[src/rtl/decode_stage.sv]
// RV32I decode stage: turns fetched instruction words into decoded packets and
// feeds them into the dispatch queue through a single registered output slot.
`ifndef DE_instr_width
`define DE_instr_width 90
`endif

module decode_stage (
    input  logic                       clk,
    input  logic                       rst_n,
    input  logic                       flush,
    input  logic                       f_valid,
    output logic                       f_ready,
    input  logic [31:0]                f_instr,
    input  logic [31:0]                f_pc,
    input  logic                       dq_full,
    output logic                       dq_w_en,
    output logic [`DE_instr_width-1:0] dq_instr,
    output logic [15:0]                dec_count
);

    typedef struct packed {
        logic [31:0] pc;
        logic [2:0]  cls;
        logic [4:0]  rd;
        logic [4:0]  rs1;
        logic [4:0]  rs2;
        logic [31:0] imm;
        logic [2:0]  funct3;
        logic        alt;
        logic        rd_we;
        logic        uses_rs1;
        logic        uses_rs2;
        logic        illegal;
    } dec_pkt_t;

    logic     out_valid;
    dec_pkt_t pkt;

    logic [31:0] imm_i, imm_s, imm_b, imm_u, imm_j;

    assign imm_i = {{20{f_instr[31]}}, f_instr[31:20]};
    assign imm_s = {{20{f_instr[31]}}, f_instr[31:25], f_instr[11:7]};
    assign imm_b = {{19{f_instr[31]}}, f_instr[31], f_instr[7], f_instr[30:25], f_instr[11:8], 1'b0};
    assign imm_u = {f_instr[31:12], 12'b0};
    assign imm_j = {{11{f_instr[31]}}, f_instr[31], f_instr[19:12], f_instr[20], f_instr[30:21], 1'b0};

    always_comb begin
        pkt          = '0;
        pkt.pc       = f_pc;
        pkt.rd       = f_instr[11:7];
        pkt.rs1      = f_instr[19:15];
        pkt.rs2      = f_instr[24:20];
        pkt.funct3   = f_instr[14:12];
        pkt.cls      = 3'd7;
        case (f_instr[6:0])
            7'b0110011: begin
                pkt.cls      = 3'd0;
                pkt.alt      = f_instr[30];
                pkt.uses_rs1 = 1'b1;
                pkt.uses_rs2 = 1'b1;
                pkt.illegal  = (f_instr[31:25] != 7'b0000000) && (f_instr[31:25] != 7'b0100000);
            end
            7'b0010011: begin
                pkt.cls      = 3'd1;
                pkt.imm      = imm_i;
                pkt.alt      = (f_instr[14:12] == 3'b101) ? f_instr[30] : 1'b0;
                pkt.uses_rs1 = 1'b1;
            end
            7'b0000011: begin
                pkt.cls      = 3'd2;
                pkt.imm      = imm_i;
                pkt.uses_rs1 = 1'b1;
            end
            7'b0100011: begin
                pkt.cls      = 3'd3;
                pkt.imm      = imm_s;
                pkt.uses_rs1 = 1'b1;
                pkt.uses_rs2 = 1'b1;
            end
            7'b1100011: begin
                pkt.cls      = 3'd4;
                pkt.imm      = imm_b;
                pkt.uses_rs1 = 1'b1;
                pkt.uses_rs2 = 1'b1;
            end
            7'b1101111: begin
                pkt.cls      = 3'd5;
                pkt.imm      = imm_j;
            end
            7'b1100111: begin
                pkt.cls      = 3'd5;
                pkt.imm      = imm_i;
                pkt.alt      = 1'b1;
                pkt.uses_rs1 = 1'b1;
            end
            7'b0110111: begin
                pkt.cls      = 3'd6;
                pkt.imm      = imm_u;
            end
            7'b0010111: begin
                pkt.cls      = 3'd6;
                pkt.imm      = imm_u;
                pkt.alt      = 1'b1;
            end
            7'b1110011: pkt.imm = imm_i;
            7'b0001111: pkt.imm = '0;
            default:    pkt.illegal = 1'b1;
        endcase
        pkt.rd_we = (pkt.cls inside {3'd0, 3'd1, 3'd2, 3'd5, 3'd6}) && (pkt.rd != 5'd0);
        // Illegal words still flow to the queue, but stripped of any side effects.
        if (pkt.illegal) begin
            pkt.cls      = 3'd7;
            pkt.imm      = '0;
            pkt.alt      = 1'b0;
            pkt.rd_we    = 1'b0;
            pkt.uses_rs1 = 1'b0;
            pkt.uses_rs2 = 1'b0;
        end
    end

    assign f_ready = rst_n & ~flush & (~out_valid | ~dq_full);
    assign dq_w_en = rst_n & out_valid & ~dq_full & ~flush;

    always_ff @(posedge clk) begin
        if (!rst_n) begin
            out_valid <= 1'b0;
            dq_instr  <= '0;
            dec_count <= '0;
        end else begin
            if (dq_w_en)
                dec_count <= dec_count + 16'd1;
            // Flush only invalidates; the stale payload is left in place.
            if (flush)
                out_valid <= 1'b0;
            else if (f_valid && f_ready) begin
                dq_instr  <= pkt;
                out_valid <= 1'b1;
            end else if (dq_w_en)
                out_valid <= 1'b0;
        end
    end

endmodule
[config.mk]
export PLATFORM = sky130hd
export DESIGN_NAME = decode_stage
export DESIGN_NICKNAME = d
export VERILOG_FILES = /design/src/rtl/decode_stage.sv
export SDC_FILE = /design/constraint.sdc
export NUM_CORES = 1
export LEC_CHECK = 0
export ABC_AREA = 1
export CORE_UTILIZATION = 40
export DETAILED_ROUTE_END_ITERATION = 8
export PLACE_DENSITY = 0.74
export SYNTH_ARGS = -nofsm -noshare
export SYNTH_HDL_FRONTEND = slang
export SYNTH_SLANG_ARGS = --single-unit
[constraint.sdc]
create_clock -name clk -period 4.2 [get_ports clk]
set_clock_uncertainty 0.15 [all_clocks]
set_input_delay 0.84 -clock clk [delete_from_list [all_inputs] [get_ports clk]]
set_output_delay 0.84 -clock clk [all_outputs]
set_load 0.05 [all_outputs]
### Yosys cells after proc, flatten, opt, wreduce, memory -nomap -nowiden

Index checks and enable logic that the tools add are counted.

* input port bits: 69
* word-level logic and storage cells: 60
* register bits: 107
* output and inout bits: 108

* reduce and logical (&&, ||, !) cells: 17
* muxes and demuxes: 12
* add/subtract/negate cells: 1
* bitwise gates (word level): 10
* eq/ne operators: 17

Operators with widths (number)
* one-hot mux 32 bit (5 select lines): 1
* 2-to-1 mux 32 bit: 1
* == test 7 bit (second input constant): 4
* == test 7 x 6 -> 1 bit (second input constant): 3
* one-hot mux 3 bit (7 select lines): 1
* adder 16 x 1 -> 16 bit (second input constant): 1
* == test 7 x 5 -> 1 bit (second input constant): 2
* nonzero test 5 bit: 2
* OR reduction 10 bit: 1
* == test 3 bit (second input constant): 3
* OR reduction 2 bit: 4
* == test 7 x 2 -> 1 bit (second input constant): 1
* == test 7 x 4 -> 1 bit (second input constant): 1
* != test 7 x 6 -> 1 bit (second input constant): 1
* nonzero test 7 bit: 1
* OR reduction 6 bit: 1
* AND 1 bit: 5
* 2-to-1 mux 1 bit: 5
* 2-to-1 mux 4 bit: 1
* inverter 1 bit: 4
* OR reduction 4 bit: 1
* == test 3 x 1 -> 1 bit (second input constant): 1
* == test 3 x 2 -> 1 bit (second input constant): 1
* logical AND 1 bit: 3
* other kinds (8): 8

### Longest topological paths before layout

* depth in word-level cells: 7
* gate-level depth with buffers: 12
* mapped depth without buffers: 11

### Least setup slack after synthesis

Ideal clock, no wire load.

* path kind: input-to-output
* from: input rst_n
* to: output dq_w_en
* buffers on the path: 1
* required time: 3.210 ns
* cell stages on the path: 5
* data arrival time: 1.538 ns
* path slack: 1.672 ns
* path through: buf_4 inv_4 nor2_8 nand2_4 inv_1

* word-level cells in the longest chain between the ends: 3

RTL lines
* start, declared: line 9 `input logic rst_n,`
* AND 1 bit (3 in a row): line 122 `assign dq_w_en = rst_n & out_valid & ~dq_full & ~flush;`
* end, declared: line 16 `output logic dq_w_en,`

No other way between the ends.

### Worst setup path after layout

Same ends and word-level chain as after synthesis.

==> results_dict.tcl <==
set metrics [dict create \
    num_antenna_cells 0 \
    post_synth_num_cell_types 35 \
    finalMaxSlewViolations 0 \
    powerDensity_nw_per_um2 319 \
    rsz0062_at_grt "no" \
    power.total_mw 2.13 \
    yosysWarnings 0 \
    drc 0 \
    worst_slew_margin_rel_pct 39.7 \
    antenna_found_initial 0 \
    drt-total-wl_um 13200 \
    viasPerCell 4.96 \
    cp.required_ps 3210 \
    die_area_um2 12000 \
    whs_ps 314 \
    setup_viol 0 \
    post_cts_resized 0 \
    h-tree-depth 3 \
    cp_max_fo 19 \
    dr.first_iter.drc_count 253 \
    nets 866 \
    dp_slack_ps 1000 \
    pin_count 177 \
    fin_util_pct 60.5 \
    final.period_utilization_pct 72.6 \
    muxShareOfSynthArea_pct 0 \
    worst_slew_pin_slew_ps 904 \
    post_cts_buffers 0 \
    cts_buffer_depth 2 \
    clkTransAtPathRegs_ps 70 \
    hold_buffers 0 \
    synthSimpleGateAreaFrac_pct 30.2 \
    avgSynthCellArea_um2 7.22 \
    worst_slack_ps 1150 \
    row_count 38 \
    clk_latency_ps 340 \
    wl_per_cell_um 14.1 \
    cts_sinks 107 \
    grt_pass1_wl_um 21100 \
    synth-xor-area-share_pct 0 \
    port_buffers 176 \
    hold_viol 0 \
    dr.pass1.iters 5 \
    synth_cells 639 \
    power.leakage_nw 2.57 \
    tns_ps 0 \
    grtUsageTotal_pct 22.4 \
    root_buffer "clkbuf_16" \
    grt_start_max_net_pins 89 \
    ys_ff_latch 107 \
    numCtsBuffers 9 \
    coreArea_um2 11000 \
    fill_cells 1057 \
    die_h_um 109 \
    gp_congestion 0.837 \
    status "finished, final reports clean" \
    crit_arrival_ps 2060 \
    gr-total-overflow 0 \
    ys_seq_area_share_pct 46.4 \
    cts_tree "built" \
    synth_nets 709 \
    grt_pass1_vias 4402 \
    worstSetupStartpointType "primary input" \
    max_cap_violations 0 \
    end_kind "output port" \
    irDropWorstVdd_mv 0.247 \
    fmax_mhz 328 \
    synth-compound-area-share_pct 15.5 \
    crit_type "primary input to output port" \
    synthAdderAreaFrac_pct 0.271 \
    die_w_um 109 \
    initial_utilization_pct 41.8 \
    synth_top_family_by_area "simple AND/OR/NAND/NOR gates" \
    synth_area_um2 4610 \
    final_layout_size_suffix_gt1_share_pct 5.99 \
    fin_crit_ps 3050 \
    place.detailed.hpwl_um 9810 \
    num_vias 4665 \
    ant_nets 0 \
    area_delta_synth_final_pct 44.7 \
    hp-class "flop to flop" \
]
[synth_stat cells (all sizes together)]
cell type  count  share of area, %
nand4          4              0.54
nand3         42               4.7
nor4           1              0.14
o211ai         1              0.16
o21ai         24               2.7
nand2        233                19
o21bai         3              0.49
inv           36               3.0
a21oi        101                11
dfxtp        107                46
a31oi          1              0.14
nor3b          1              0.16
o21a           2              0.33
buf           24               3.7
clkbuf        11              0.90
nor2          36               4.0
nand3b         3              0.49
o22ai          1              0.14
nor3           6              0.76
a211oi         1              0.16
ha             1              0.27
[layout make-up]
type | instances | area [um2] | share of cell area [%]
clock inverters | 6 | 50.0 | 0.750
inverters | 36 | 138 | 2.06
repair buffers | 181 | 1820 | 27.3
well taps | 140 | 175 | 2.62
multi-input cells | 461 | 2120 | 31.8
clock buffers | 10 | 229 | 3.43
flip-flops and latches | 107 | 2140 | 32.1
[placed cells by master (no fill, tap or decap), types with 2 or more instances in the layout]
| cell | n |
|---|---|
| o21ai_0 | 23 |
| o21a_1 | 2 |
| o21bai_1 | 3 |
| buf_4 | 5 |
| nand2_2 | 6 |
| dfxtp_1 | 107 |
| inv_1 | 32 |
| clkdlybuf4s50_1 | 174 |
| clkbuf_16 | 9 |
| nor2_2 | 5 |
| nor2_1 | 27 |
| nor3_1 | 5 |
| nand2_1 | 226 |
| nor2_4 | 3 |
| nand3_1 | 41 |
| a21oi_1 | 98 |
| inv_2 | 3 |
| buf_12 | 2 |
| nand3b_1 | 3 |
| clkinv_4 | 2 |
| nand4_1 | 4 |
| a21oi_2 | 2 |
[worst max-delay path: stages]
cell	delay (ps)
clkdlybuf4s50_1	450
buf_4	220
inv_4	70
nor2_8	100
nand2_4	90
inv_1	130
buf_12	150
[cells by family after synthesis]
| logic type | count (synthesis) |
|---|---|
| AND/OR/NAND/NOR | 326 |
| AO/OA/AOI/OAI | 134 |
| flip-flops | 107 |
| buffers and inverters | 71 |
| adder cells (fa/ha/maj) | 1 |
[state kept, by name, summed over array words and instances (netlist names)]
signal	flops
dq_instr	90
dec_count	16
out_valid	1
[path summary, 6_finish.rpt]
| path | startpoint | to | slack (ps) | depth (start not counted) |
|---|---|---|---|---|
| setup reg to reg | out_valid | dq_instr[1] | 2190 | 10 |
| hold reg to reg | dq_instr[11] | dq_instr[11] | 310 | 2 |
| setup / recovery | rst_n | dq_w_en | 1150 | 7 |
| hold / removal | dq_instr[11] | dq_instr[11] | 310 | 2 |
[through the flow]
stage | cells | cell area [um2]
floorplan | 639 | 4610
global placement | 925 | 6390
detailed placement | 925 | 6390
CTS | 941 | 6670
global route | 941 | 6670
finish | 941 | 6670
[report_power, final]
group          total [mW]  switching, mW  internal (mW)
sequential           1.05         0.0109           1.03
combinational       0.296          0.178          0.118
clock               0.785          0.376          0.410
[metal layers]
layer  GRT usage, %  routed length, um
met1           27.9               5880
met2           37.8               6320
met3           5.57                812
met4           7.24                239
met5              0                  0
Note: power is estimated with default switching activity, not from simulation.
